<file path="src/rtl/vip_osd_capture_if.sv">
// DVP input and bitmap RAM write port for vip_osd_capture.
// slave: capture block side; master: source/RAM side.
interface vip_osd_capture_if #(
  parameter int BITS          = 8,
  parameter int RAM_ADDR_BITS = 9,
  parameter int RAM_DATA_BITS = 32
);
  logic                     in_href;
  logic                     in_vsync;
  logic [BITS-1:0]          in_data;
  logic                     ram_wen;
  logic [RAM_ADDR_BITS-1:0] ram_addr;
  logic [RAM_DATA_BITS-1:0] ram_wdata;

  modport slave (
    input  in_href,
    input  in_vsync,
    input  in_data,
    output ram_wen,
    output ram_addr,
    output ram_wdata
  );

  modport master (
    output in_href,
    output in_vsync,
    output in_data,
    input  ram_wen,
    input  ram_addr,
    input  ram_wdata
  );
endinterface

</file>
<file path="src/rtl/vip_osd_capture.sv">
// Thresholds a DVP luma window into a 1-bpp bitmap, word-packed into OSD RAM.
// Ports: pclk/rst, window+threshold config, bus (DVP in, RAM write), frame_done, overflow.
module vip_osd_capture #(
  parameter int BITS          = 8,
  parameter int WIDTH         = 1280,
  parameter int HEIGHT        = 720,
  parameter int RAM_ADDR_BITS = 9,
  parameter int RAM_DATA_BITS = 32
) (
  input  logic            pclk,
  input  logic            rst,
  input  logic            cap_en,
  input  logic [10:0]     win_x,
  input  logic [9:0]      win_y,
  input  logic [10:0]     win_w,
  input  logic [9:0]      win_h,
  input  logic [BITS-1:0] threshold,
  vip_osd_capture_if.slave bus,
  output logic            frame_done,
  output logic            overflow
);

  localparam int A  = RAM_ADDR_BITS;
  localparam int D  = RAM_DATA_BITS;
  localparam int IW = $clog2(D);
  localparam int CW = IW + 1;

  logic            href_q, href_p;
  logic            vsync_q, vsync_p;
  logic [BITS-1:0] data_q;

  logic            cap_q;
  logic [10:0]     wx_q, ww_q;
  logic [9:0]      wy_q, wh_q;
  logic [BITS-1:0] thr_q;

  logic [11:0]     px;
  logic [10:0]     ln;
  logic [D-1:0]    pack;
  logic [CW-1:0]   cnt;
  logic [A:0]      nxt;

  logic            vs_rise, vs_fall, h_fall;
  logic [11:0]     x_end;
  logic [10:0]     y_end;
  logic            in_x, in_y, hit, bit_v, last;
  logic [IW-1:0]   idx;
  logic [D-1:0]    pack_n;
  logic [CW-1:0]   cnt_n;
  logic            word_full, pix_wr, flush, wr_req;
  logic [D-1:0]    wr_data;

  assign vs_rise = vsync_q & ~vsync_p;
  assign vs_fall = ~vsync_q & vsync_p;
  assign h_fall  = ~href_q & href_p;

  // One bit wider so window edges never wrap.
  assign x_end = {1'b0, wx_q} + {1'b0, ww_q};
  assign y_end = {1'b0, wy_q} + {1'b0, wh_q};

  assign in_x = (px >= {1'b0, wx_q}) && (px < x_end)
             && (px < 12'(WIDTH));
  assign in_y = (ln >= {1'b0, wy_q}) && (ln < y_end)
             && (ln < 11'(HEIGHT));
  assign hit   = cap_q & href_q & in_x & in_y;
  assign bit_v = data_q >= thr_q;
  assign last  = px == (x_end - 12'd1);

  // MSB-first: the n-th bit of a word lands at D-1-n.
  assign idx   = ~cnt[IW-1:0];
  assign cnt_n = cnt + CW'(1);

  always_comb begin
    pack_n      = pack;
    pack_n[idx] = bit_v;
  end

  assign word_full = cnt_n == CW'(D);
  assign pix_wr    = hit & (word_full | last);
  assign flush     = h_fall & (cnt != '0);
  assign wr_req    = pix_wr | flush;
  assign wr_data   = flush ? pack : pack_n;

  always_ff @(posedge pclk) begin
    if (rst) begin
      href_q        <= 1'b0;
      href_p        <= 1'b0;
      vsync_q       <= 1'b0;
      vsync_p       <= 1'b0;
      data_q        <= '0;
      cap_q         <= 1'b0;
      wx_q          <= '0;
      wy_q          <= '0;
      ww_q          <= '0;
      wh_q          <= '0;
      thr_q         <= '0;
      px            <= '0;
      ln            <= '0;
      pack          <= '0;
      cnt           <= '0;
      nxt           <= '0;
      bus.ram_wen   <= 1'b0;
      bus.ram_addr  <= '0;
      bus.ram_wdata <= '0;
      frame_done    <= 1'b0;
      overflow      <= 1'b0;
    end else begin
      href_q      <= bus.in_href;
      vsync_q     <= bus.in_vsync;
      data_q      <= bus.in_data;
      href_p      <= href_q;
      vsync_p     <= vsync_q;
      bus.ram_wen <= 1'b0;
      frame_done  <= 1'b0;
      if (vs_rise) begin
        // New frame: snapshot config, drop any pending word.
        cap_q        <= cap_en;
        wx_q         <= win_x;
        wy_q         <= win_y;
        ww_q         <= win_w;
        wh_q         <= win_h;
        thr_q        <= threshold;
        px           <= '0;
        ln           <= '0;
        pack         <= '0;
        cnt          <= '0;
        nxt          <= '0;
        bus.ram_addr <= '0;
        overflow     <= 1'b0;
      end else begin
        frame_done <= vs_fall & cap_q;
        if (href_q) begin
          px <= px + 12'd1;
        end else if (h_fall) begin
          px <= '0;
          ln <= ln + 11'd1;
        end
        if (hit) begin
          pack <= pix_wr ? '0 : pack_n;
          cnt  <= pix_wr ? '0 : cnt_n;
        end else if (flush) begin
          pack <= '0;
          cnt  <= '0;
        end
        if (wr_req) begin
          // nxt MSB set: RAM already full this frame.
          if (nxt[A]) begin
            overflow <= 1'b1;
          end else begin
            bus.ram_wen   <= 1'b1;
            bus.ram_addr  <= nxt[A-1:0];
            bus.ram_wdata <= wr_data;
            nxt           <= nxt + 1'b1;
          end
        end else if (bus.ram_wen && !nxt[A]) begin
          bus.ram_addr <= nxt[A-1:0];
        end
      end
    end
  end

endmodule

</file>
<file path="src/flat_wrapper.sv">
// flat-port wrapper written by rule: the top's interface ports become plain ports
module vip_osd_capture_flat 
#(
  parameter int BITS          = 8,
  parameter int WIDTH         = 1280,
  parameter int HEIGHT        = 720,
  parameter int RAM_ADDR_BITS = 9,
  parameter int RAM_DATA_BITS = 32
)
  (pclk, rst, cap_en, win_x, win_y, win_w, win_h, threshold, frame_done, overflow, bus_in_href, bus_in_vsync, bus_in_data, bus_ram_wen, bus_ram_addr, bus_ram_wdata);
  vip_osd_capture_if #(.BITS(BITS), .RAM_ADDR_BITS(RAM_ADDR_BITS), .RAM_DATA_BITS(RAM_DATA_BITS)) bus_i ();
  input  logic pclk;
  input  logic rst;
  input  logic cap_en;
  input  logic [10:0] win_x;
  input  logic [9:0] win_y;
  input  logic [10:0] win_w;
  input  logic [9:0] win_h;
  input  logic [BITS-1:0] threshold;
  output logic frame_done;
  output logic overflow;
  input wire logic [$bits(bus_i.in_href)-1:0] bus_in_href;
  input wire logic [$bits(bus_i.in_vsync)-1:0] bus_in_vsync;
  input wire logic [$bits(bus_i.in_data)-1:0] bus_in_data;
  output wire logic [$bits(bus_i.ram_wen)-1:0] bus_ram_wen;
  output wire logic [$bits(bus_i.ram_addr)-1:0] bus_ram_addr;
  output wire logic [$bits(bus_i.ram_wdata)-1:0] bus_ram_wdata;
  assign bus_i.in_href = bus_in_href;
  assign bus_i.in_vsync = bus_in_vsync;
  assign bus_i.in_data = bus_in_data;
  assign bus_ram_wen = bus_i.ram_wen;
  assign bus_ram_addr = bus_i.ram_addr;
  assign bus_ram_wdata = bus_i.ram_wdata;
  vip_osd_capture #(.BITS(BITS), .WIDTH(WIDTH), .HEIGHT(HEIGHT), .RAM_ADDR_BITS(RAM_ADDR_BITS), .RAM_DATA_BITS(RAM_DATA_BITS)) u_core (.pclk(pclk), .rst(rst), .cap_en(cap_en), .win_x(win_x), .win_y(win_y), .win_w(win_w), .win_h(win_h), .threshold(threshold), .bus(bus_i), .frame_done(frame_done), .overflow(overflow));
endmodule
</file>
<file path="config.mk">
export PLATFORM = sky130hd
export DESIGN_NAME = vip_osd_capture_flat
export DESIGN_NICKNAME = d
export VERILOG_FILES = /design/src/rtl/vip_osd_capture_if.sv /design/src/rtl/vip_osd_capture.sv /design/src/flat_wrapper.sv
export SDC_FILE = /design/constraint.sdc
export NUM_CORES = 1
export LEC_CHECK = 0
export CAP_MARGIN = 20
export CORE_UTILIZATION = 38
export CTS_CLUSTER_DIAMETER = 30
export CTS_CLUSTER_SIZE = 30
export DETAILED_ROUTE_END_ITERATION = 10
export GPL_TIMING_DRIVEN = 0
export PLACE_DENSITY = 0.69
export REMOVE_ABC_BUFFERS = 1
export SETUP_SLACK_MARGIN = 0.3
export SYNTH_ARGS = -nofsm -noshare
export SYNTH_HDL_FRONTEND = slang
export SYNTH_SLANG_ARGS = --single-unit
</file>
<file path="constraint.sdc">
create_clock -name pclk -period 5.7 [get_ports pclk]
set_input_delay 1.71 -clock pclk [delete_from_list [all_inputs] [get_ports pclk]]
set_output_delay 1.71 -clock pclk [all_outputs]
set_load 0.02 [all_outputs]
</file>
---- Word level (Yosys, flattened, before mapping) ----
Index checks and enable logic that the tools add are counted.
Widths: inputs -> output; s select.
cells by class
  $add $sub $neg .......................... 7
  $lt $le $gt $ge ......................... 9
  equality and inequality tests ........... 3
  muxes and demuxes ....................... 17
  bitwise gates (word level) .............. 18
  reductions and logical operators ........ 18
operator list
  kind                   count
  $mux 32                4
  $bwmux 32              1
  $mux 9                 3
  $mux 12                2
  $mux 6                 3
  $add 11x11->12         1
  $add 12x1->12 const B  1
  $eq 12x12->1           1
  $ge 12x11->1           1
  $lt 12x11->1 const B   1
  $lt 12x12->1           1
  $sub 12x1->12 const B  1
  $add 10x10->11         1
  $add 11x1->11 const B  1
  $ge 11x10->1           1
  $lt 11x10->1 const B   1
  $lt 11x11->1           1
  $add 10x1->10 const B  1
  $mux 10                1
  $and 1x1->1            9
  $ge 8x8->1             1
  $reduce_and 2->1       4
  $add 6x1->6 const B    1
  $eq 6x6->1 const B     1
  15 further kinds       29
storage, ports and cells
  register bits ........................... 178
  input port bits ......................... 63
  output and inout port bits .............. 44
  logic and storage cells ................. 94

---- Longest topological paths before layout ----
Gate-level depths: netlist (run 1).
  depth in word-level cells ............... 10
  gate-level depth with buffers ........... 24
  depth with buffers taken out ............ 22

---- Least setup slack after synthesis (run 1) ----
Ideal clock, no wire load.
  path kind ............................... reg-to-reg
  start ................................... register u_core.wh_q[0]
  end ..................................... register u_core.nxt[7]
  data arrival time ....................... 4.726 ns
  path slack .............................. 0.843 ns
  stages on the path, launching flop included .. 25
  buffers on the path ..................... 2
  period minus slack after synthesis ...... 4.857 ns
  cell sequence ........................... dfxtp_1 -> ha_1 -> fa_1 -> a21oi_1 -> nor2_1 -> nor2_1 -> o21bai_1 -> a21oi_1 -> o21bai_1 -> a21oi_1 -> o21bai_1 -> a21oi_1 -> ha_1 -> a211o_1 -> nor4_1 -> o311ai_0 -> a221oi_1 -> o211ai_1 -> or4_1 -> clkbuf_1 -> o2bb2ai_1 -> or2_1 -> clkbuf_1 -> o311ai_1 -> o41ai_1
on the way
  cells in the longest elaborated chain, start to end .. 8
ends and longest elaborated chain
  what                               line                    RTL
  start, declared                    vip_osd_capture.sv:34   logic [9:0] wy_q, wh_q;
  start signal, assigned             vip_osd_capture.sv:121  wh_q <= win_h;
  $add 10x10->11                     vip_osd_capture.sv:59   assign y_end = {1'b0, wy_q} + {1'b0, wh_q};
  $lt 11x11->1                       vip_osd_capture.sv:63   assign in_y = (ln >= {1'b0, wy_q}) && (ln < y_end)
  $logic_and 1x1->1                  vip_osd_capture.sv:63
  $logic_and 1x1->1                  vip_osd_capture.sv:64   && (ln < 11'(HEIGHT));
  $and 1x1->1                        vip_osd_capture.sv:65   assign hit = cap_q & href_q & in_x & in_y;
  $and 1x1->1                        vip_osd_capture.sv:79   assign pix_wr = hit & (word_full | last);
  $or 1x1->1                         vip_osd_capture.sv:81   assign wr_req = pix_wr | flush;
  $reduce_and 2->1 (no source line)  n/a
  end signal, assigned               vip_osd_capture.sv:153  nxt <= nxt + 1'b1;
  end, declared                      vip_osd_capture.sv:41   logic [A:0] nxt;
No other way between the ends.
A chain may end at the register's enable or synchronous reset.

---- Worst setup path in the final report (run 1) ----
  start ................................... register u_core.wy_q[0]
  end ..................................... register u_core.nxt[6]
on the way
  cells in the longest elaborated chain, start to end .. 8
  elaborated cells on any way between the ends .. 9
ends and longest elaborated chain
  what                                   line                    RTL
  start, declared                        vip_osd_capture.sv:34
  start signal, assigned                 vip_osd_capture.sv:119  wy_q <= win_y;
  $add 10x10->11                         vip_osd_capture.sv:59
  $lt 11x11->1                           vip_osd_capture.sv:63
  $logic_and 1x1->1 (*)                  vip_osd_capture.sv:63
  $logic_and 1x1->1 (*)                  vip_osd_capture.sv:64
  $and 1x1->1 (*)                        vip_osd_capture.sv:65
  $and 1x1->1 (*)                        vip_osd_capture.sv:79
  $or 1x1->1 (*)                         vip_osd_capture.sv:81
  $reduce_and 2->1 (no source line) (*)  n/a
Every way passes the cells marked *; elsewhere a longest branch is shown, timed or not.

==> impl_metrics.yaml, run 1 <==
clock_tree:
  hold_buffers: 0
  clockBufferDepth: 2
  cts_buffers: 17
  root_buffer: "clkbuf_16"
  cts_tree: "built"
  cts_sinks: 178
  clk_latency_ns: 0.44
  clk_pin_slew_ns: 0.07
  htree_levels: 4
finish:
  num_antenna_cells: 0
  synthToLayoutAreaGrowth_pct: 21.4
  design_area_um2: 12500
  final_cell_mix: "191 x nand2_1, 178 x dfxtp_1, 152 x a21oi_1"
  drive_gt1_share_pct: 6.98
  final_common_cell: "nand2_1"
  fin_nets: 1506
die:
  ios: 107
  die-area_um2: 27800
  die_w_um: 167
  die_h_um: 167
  initial_core_util_pct: 39.1
  num_rows: 59
  core_area_um2: 26400
timing:
  slew_violations: 0
  skew_ns: 0.0163
  max_freq_mhz: 197
  finalHoldViolCount: 0
  worst_pin_slew_ns: 1.13
  min_period_ns: 5.06
  hold-worst-slack_ns: 0.455
  slew_headroom_pct: 24.4
  rsz0062_at_grt: "no"
  setup_viol: 0
  finalCritPeriodShare_pct: 88.8
grt:
  grt_pass1_wl_um: 43300
  grtUsageTotal_pct: 18.7
  first_global_vias: 8742
  grt_max_degree: 64
  gr-total-overflow: 0
  antenna_found_initial: 1
setup_path:
  crit_type: "flop to flop"
  startpoint_type: "flop"
  path_delay_family: "compound AO/OA/AOI/OAI gates"
  worstPathArrival_ns: 5.44
  critPathRequiredTime_ns: 6.08
  slowest_delay_ns: 0.51
  r2r_start: "u_core.wy_q[0]"
  cp-end-kind: "flop"
  critPathBufInv: 0
  crit_path_cell_trace: "ha_1, fa_2, a21oi_1, nor2_1, nor2_1, o21bai_1, a21oi_2, o21bai_1, a21oi_2, o21bai_1, a21oi_2, ha_1, a211o_1, nor4_1, o311ai_1, a221oi_2, o211ai_1, or4_4, o2bb2ai_4, or2_4, or4_1, a21oi_1"
  crit_start: "u_core.wy_q[0]"
  cpMaxStageDelayCell: "or4_1"
  crit_fanout: 6
routing:
  first_pass_iters: 5
  ant_nets: 0
  drcViolationCount: 0
  routed-via-count: 9430
  drt_iter0_drc: 666
  routed_via_density: 5.51
  wl_per_cell_um: 15.3
  routed_wl_um: 26200
power:
  leakagePower_uw: 0.00452
  p_per_area_nw_per_um2: 225
  ir_drop_mv: 0.133
synth:
  synth_edf_count: 0
  synth_top_flop_cell: "dfxtp_1"
  synth_seq_area_share_pct: 34.6
  postSynthCellCount: 1297
  synth_cell_types: 69
  synth-seq-cells: 178
  netlist_area_um2: 10300
  avgSynthCellArea_um2: 7.94
  synthArstFlopShare_pct: 0
  yosys_warnings: 0
placed_design:
  dpl_cell_area_um2: 11700
  finalWeightedCongestion: 0.850
  dp_hpwl_um: 17700
  port_buffers: 106
status:
  status: "completed"
hold_path:
  hp-start: "u_core.bus.ram_addr[1]"
  hold_class: "flop to flop"
flow_run:
  max_cap_viol_count: 0
-- cells in the mapped netlist, types with 3 or more instances --
library cell	n	area share, %
o31ai_1	5	0.36
xnor2_1	22	1.9
nor3b_1	4	0.29
mux2i_1	28	2.7
or3_1	11	0.67
nand2b_1	41	2.5
a311o_1	24	2.3
nor3_1	41	2.0
or2_2	7	0.43
nand3_1	28	1.4
o21ai_1	10	0.49
nand2_1	191	7.0
nor2_1	69	2.5
o21ai_0	47	2.3
and3_1	11	0.67
a21oi_1	156	7.6
ha_1	78	9.5
xor2_1	15	1.3
o211ai_1	10	0.73
o21a_1	18	1.3
inv_1	50	1.8
nand3b_1	4	0.29
nand4_1	40	2.4
and2_1	3	0.18
a21o_1	11	0.80
a22oi_1	9	0.66
clkbuf_1	66	2.4
a211o_1	3	0.26
nor4_1	5	0.30
nor2b_1	17	1.0
o21bai_1	6	0.44
buf_2	10	0.49
a31oi_1	20	1.2
buf_1	12	0.44
or4_1	5	0.36
dfxtp_1	178	35
-- area by class of cell --
class	instances	area, µm²
Fill cell	2527	13800
Clock buffer	18	439
Tap cell	335	419
Clock inverter	14	136
Multi-Input combinational cell	982	6320
Inverter	50	188
Sequential cell	178	3560
Timing Repair Buffer	134	1440
-- path summary, 6_finish.rpt --
| path | slack (ns) | end | cells past startpoint |
|---|---|---|---|
| min | 0.45 | u_core.bus.ram_addr[1] | 2 |
| max | 0.64 | u_core.nxt[6] | 22 |
| max reg2reg | 0.64 | u_core.nxt[6] | 22 |
| min reg2reg | 0.45 | u_core.bus.ram_addr[1] | 2 |
-- cells by family (layout without fill, tap and decap cells) --
group                    count (synthesis)  count (layout)  share of synthesized area (%)
AO/OA/AOI/OAI                          348             348                           21.3
XOR/XNOR                                40              40                           3.68
adder cells (fa/ha/maj)                 80              80                           9.86
buffers and inverters                  139             216                           5.22
flip-flops                             178             178                           34.6
multiplexers                            28              28                           2.72
AND/OR/NAND/NOR                        484             486                           22.6
-- report_power, final --
part	leakage [µW]	switching, µW	internal, µW
combinational	0.00280	207	161
clock	0.000275	571	593
sequential	0.00144	16.4	1260
total	0.00452	794	2020
-- flip-flops by register name, indices dropped and copies added (netlist names), 6 cells and up --
name / flops
u_core.thr_q: 8
u_core.ww_q: 11
u_core.px: 12
u_core.wx_q: 11
u_core.wh_q: 10
u_core.pack: 32
u_core.bus.ram_addr: 9
u_core.data_q: 8
u_core.bus.ram_wdata: 32
u_core.nxt: 10
u_core.ln: 11
u_core.cnt: 6
u_core.wy_q: 10
-- worst min-delay path: stages (launching register included) --
cell     delay [ns]
dfxtp_1        0.31
nand3_1        0.05
o21ai_1        0.05
-- routing by layer --
metal | vias to the layer above | share of wire [%] | global-route usage [%]
met5 | - | 0.050 | 0
met4 | 2 | 1.6 | 5.48
met3 | 35 | 4.9 | 3.78
met2 | 235 | 48 | 31.6
met1 | 4409 | 46 | 24.0
li1 | 4749 | - | -
-- metrics by stage --
step                total power (µW)  setup TNS [ns]  util, %  setup WS (ns)  instances
detailed placement              1660          -16.00     44.6         -0.450       1665
finish                          2810               0     47.5          0.636       1711
global placement                1640         -401.98     43.4          -5.13       1649
CTS                             2830               0     47.1          0.311       1704
floorplan                       1520          -94.49        -          -2.18       1208
global route                    2940               0     47.5          0.355       1711
-- repair_timing --
| item | in CTS | in global routing |
|---|---|---|
| setup buffers | 6 | 4 |
| gates cloned | 1 | 1 |
| pin swaps | 4 | 6 |
| setup endpoints to repair | 91 | 84 |
| resized for setup | 8 | 8 |
(Power assumes the default switching activity.)
==> inputs of run 2 (changes only) <==
--- a/config.mk
+++ b/config.mk
@@ -11,7 +11,7 @@
 export CTS_CLUSTER_SIZE = 30
 export DETAILED_ROUTE_END_ITERATION = 10
 export GPL_TIMING_DRIVEN = 0
-export PLACE_DENSITY = 0.69
+export PLACE_DENSITY = 0.71
 export REMOVE_ABC_BUFFERS = 1
 export SETUP_SLACK_MARGIN = 0.3
 export SYNTH_ARGS = -nofsm -noshare
==> constraint.sdc (replaced) <==
create_clock -name pclk -period 4.1 [get_ports pclk]
set_input_delay 1.23 -clock pclk [delete_from_list [all_inputs] [get_ports pclk]]
set_output_delay 1.23 -clock pclk [all_outputs]
set_load 0.02 [all_outputs]
==> impl_metrics.yaml, run 2 (synthesized netlist as in run 1, its figures left out) <==
power:
  ir_drop_mv: 0.252
  power_uw: 4040
  leakagePower_uw: 0.00481
  p_per_area_nw_per_um2: 304
finish:
  final_common_cell: "nand2_1"
  synthToLayoutAreaGrowth_pct: 28.9
  num_antenna_cells: 0
  drive_gt1_share_pct: 12.4
  final_cell_mix: "191 x nand2_1, 174 x dfxtp_1, 145 x a21oi_1"
  reg.largest.list: "u_core.bus.ram_wdata: 32 flops, u_core.pack: 32 flops, u_core.px: 12 flops"
  design_area_um2: 13300
  fin_nets: 1544
status:
  violations: "negative setup slack"
  status: "complete, but fails checks"
routing:
  routed_via_density: 5.56
  ant_nets: 0
  drcViolationCount: 0
  drt_iter0_drc: 831
  wl_per_cell_um: 16.2
  first_pass_iters: 6
  routed-via-count: 9733
  routed_wl_um: 28300
timing:
  skew_ns: 0.0163
  rsz0062_at_grt: "yes"
  worst_pin_slew_ns: 1.02
  finalWorstSetupSlack_ns: -0.819
  finalCritPeriodShare_pct: 120
  slew_headroom_pct: 32.1
  tns_ns: -64.60
  setup_viol: 91
  min_period_ns: 4.92
  slew_violations: 0
  finalHoldViolCount: 0
  max_freq_mhz: 203
setup_path:
  slowest_delay_ns: 0.60
  crit_start: "u_core.wy_q[2]"
  startpoint_type: "flop"
  critPathBufInv: 11
  cpMostUsedCell: "buf_4"
  cp.depth: 27
  cpMaxStageDelayCell: "or4_4"
  cp-end-kind: "flop"
  crit_fanout: 5
  reg2regPathDepth: 27
  worstPathArrival_ns: 5.29
  critPathRequiredTime_ns: 4.47
  crit_type: "flop to flop"
  path_delay_family: "simple AND/OR/NAND/NOR gates"
  r2r_start: "u_core.wy_q[2]"
hold_path:
  hp-start: "u_core.pack[2]"
  hold_class: "flop to flop"
  whs_path_depth: 2
die:
  die_h_um: 167
  initial_core_util_pct: 39.1
  die_w_um: 167
  core_area_um2: 26400
  ios: 107
  num_rows: 59
  die-area_um2: 27800
grt:
  grt_max_degree: 67
  grt_pass1_wl_um: 46100
  gr-total-overflow: 0
  antenna_found_initial: 1
  grtUsageTotal_pct: 20.2
  first_global_vias: 9406
clock_tree:
  htree_levels: 4
  cts_tree: "built"
  clk_latency_ns: 0.44
  hold_buffers: 0
  clockBufferDepth: 2
  clk_pin_slew_ns: 0.07
  cts_buffers: 17
  cts_sinks: 178
  root_buffer: "clkbuf_16"
placed_design:
  finalWeightedCongestion: 0.860
  port_buffers: 106
  dpl_cell_area_um2: 11800
  dp_hpwl_um: 18000
flow_run:
  max_cap_viol_count: 0
## run 2: per-stage QoR
step                util, %  std cells  setup WS [ns]  hold slack (ns)
floorplan                 -       1208          -3.78            0.426
global placement       43.4       1649          -6.30            0.444
detailed placement     44.6       1666          -2.00            0.447
CTS                    49.2       1737         -0.951            0.456
global route           50.4       1749          -1.01            0.467
finish                 50.4       1749         -0.819            0.455
## run 2: final cells by class
type                       instances  area (µm²)
fill                            2469       13100
clock inverter                    11         144
tap                              335         419
sequential                       178        3570
timing repair buffer             171        1870
multi-input combinational        983        6640
inverter                          50         188
clock buffer                      21         460
## run 2: what timing repair did
| action | 4_1_cts | 5_1_grt |
|---|---|---|
| gates resized for setup | 67 | 54 |
| cloned | 4 | 2 |
| pin swaps | 36 | 33 |
| setup endpoints to repair | 91 | 91 |
| buffers inserted | 35 | 8 |
## run 2: metal layers
layer | vias up | track usage [%] | routed length [µm] | part of all wire, %
met3 | 49 | 4.78 | 1850 | 6.5
li1 | 4826 | - | - | -
met5 | - | 0 | 0 | 0
met4 | 0 | 6.72 | 495 | 1.8
met1 | 4540 | 25.3 | 12600 | 45
met2 | 318 | 33.9 | 13300 | 47
## run 2: worst register-to-register path: cells and delay by family (launching register included)
family                   cells  cell delay, ns
AO/OA/AOI/OAI                8            1.02
XOR/XNOR                     1            0.12
adder cells (fa/ha/maj)      2            0.64
buffers and inverters       11            1.35
flip-flops                   1            0.34
AND/OR/NAND/NOR              5            1.39
## run 2: power breakdown
part	total [µW]	internal [µW]	switching, µW
clock network	1720	952	766
logic	539	236	303
registers	1780	1760	23.1
## run 2: path summary, 6_finish.rpt
path	to	slack, ns
worst max register to register	u_core.nxt[3]	-0.82
worst min-delay path	u_core.pack[2]	0.46
worst max-delay path	u_core.nxt[3]	-0.82
worst min register to register	u_core.pack[2]	0.46
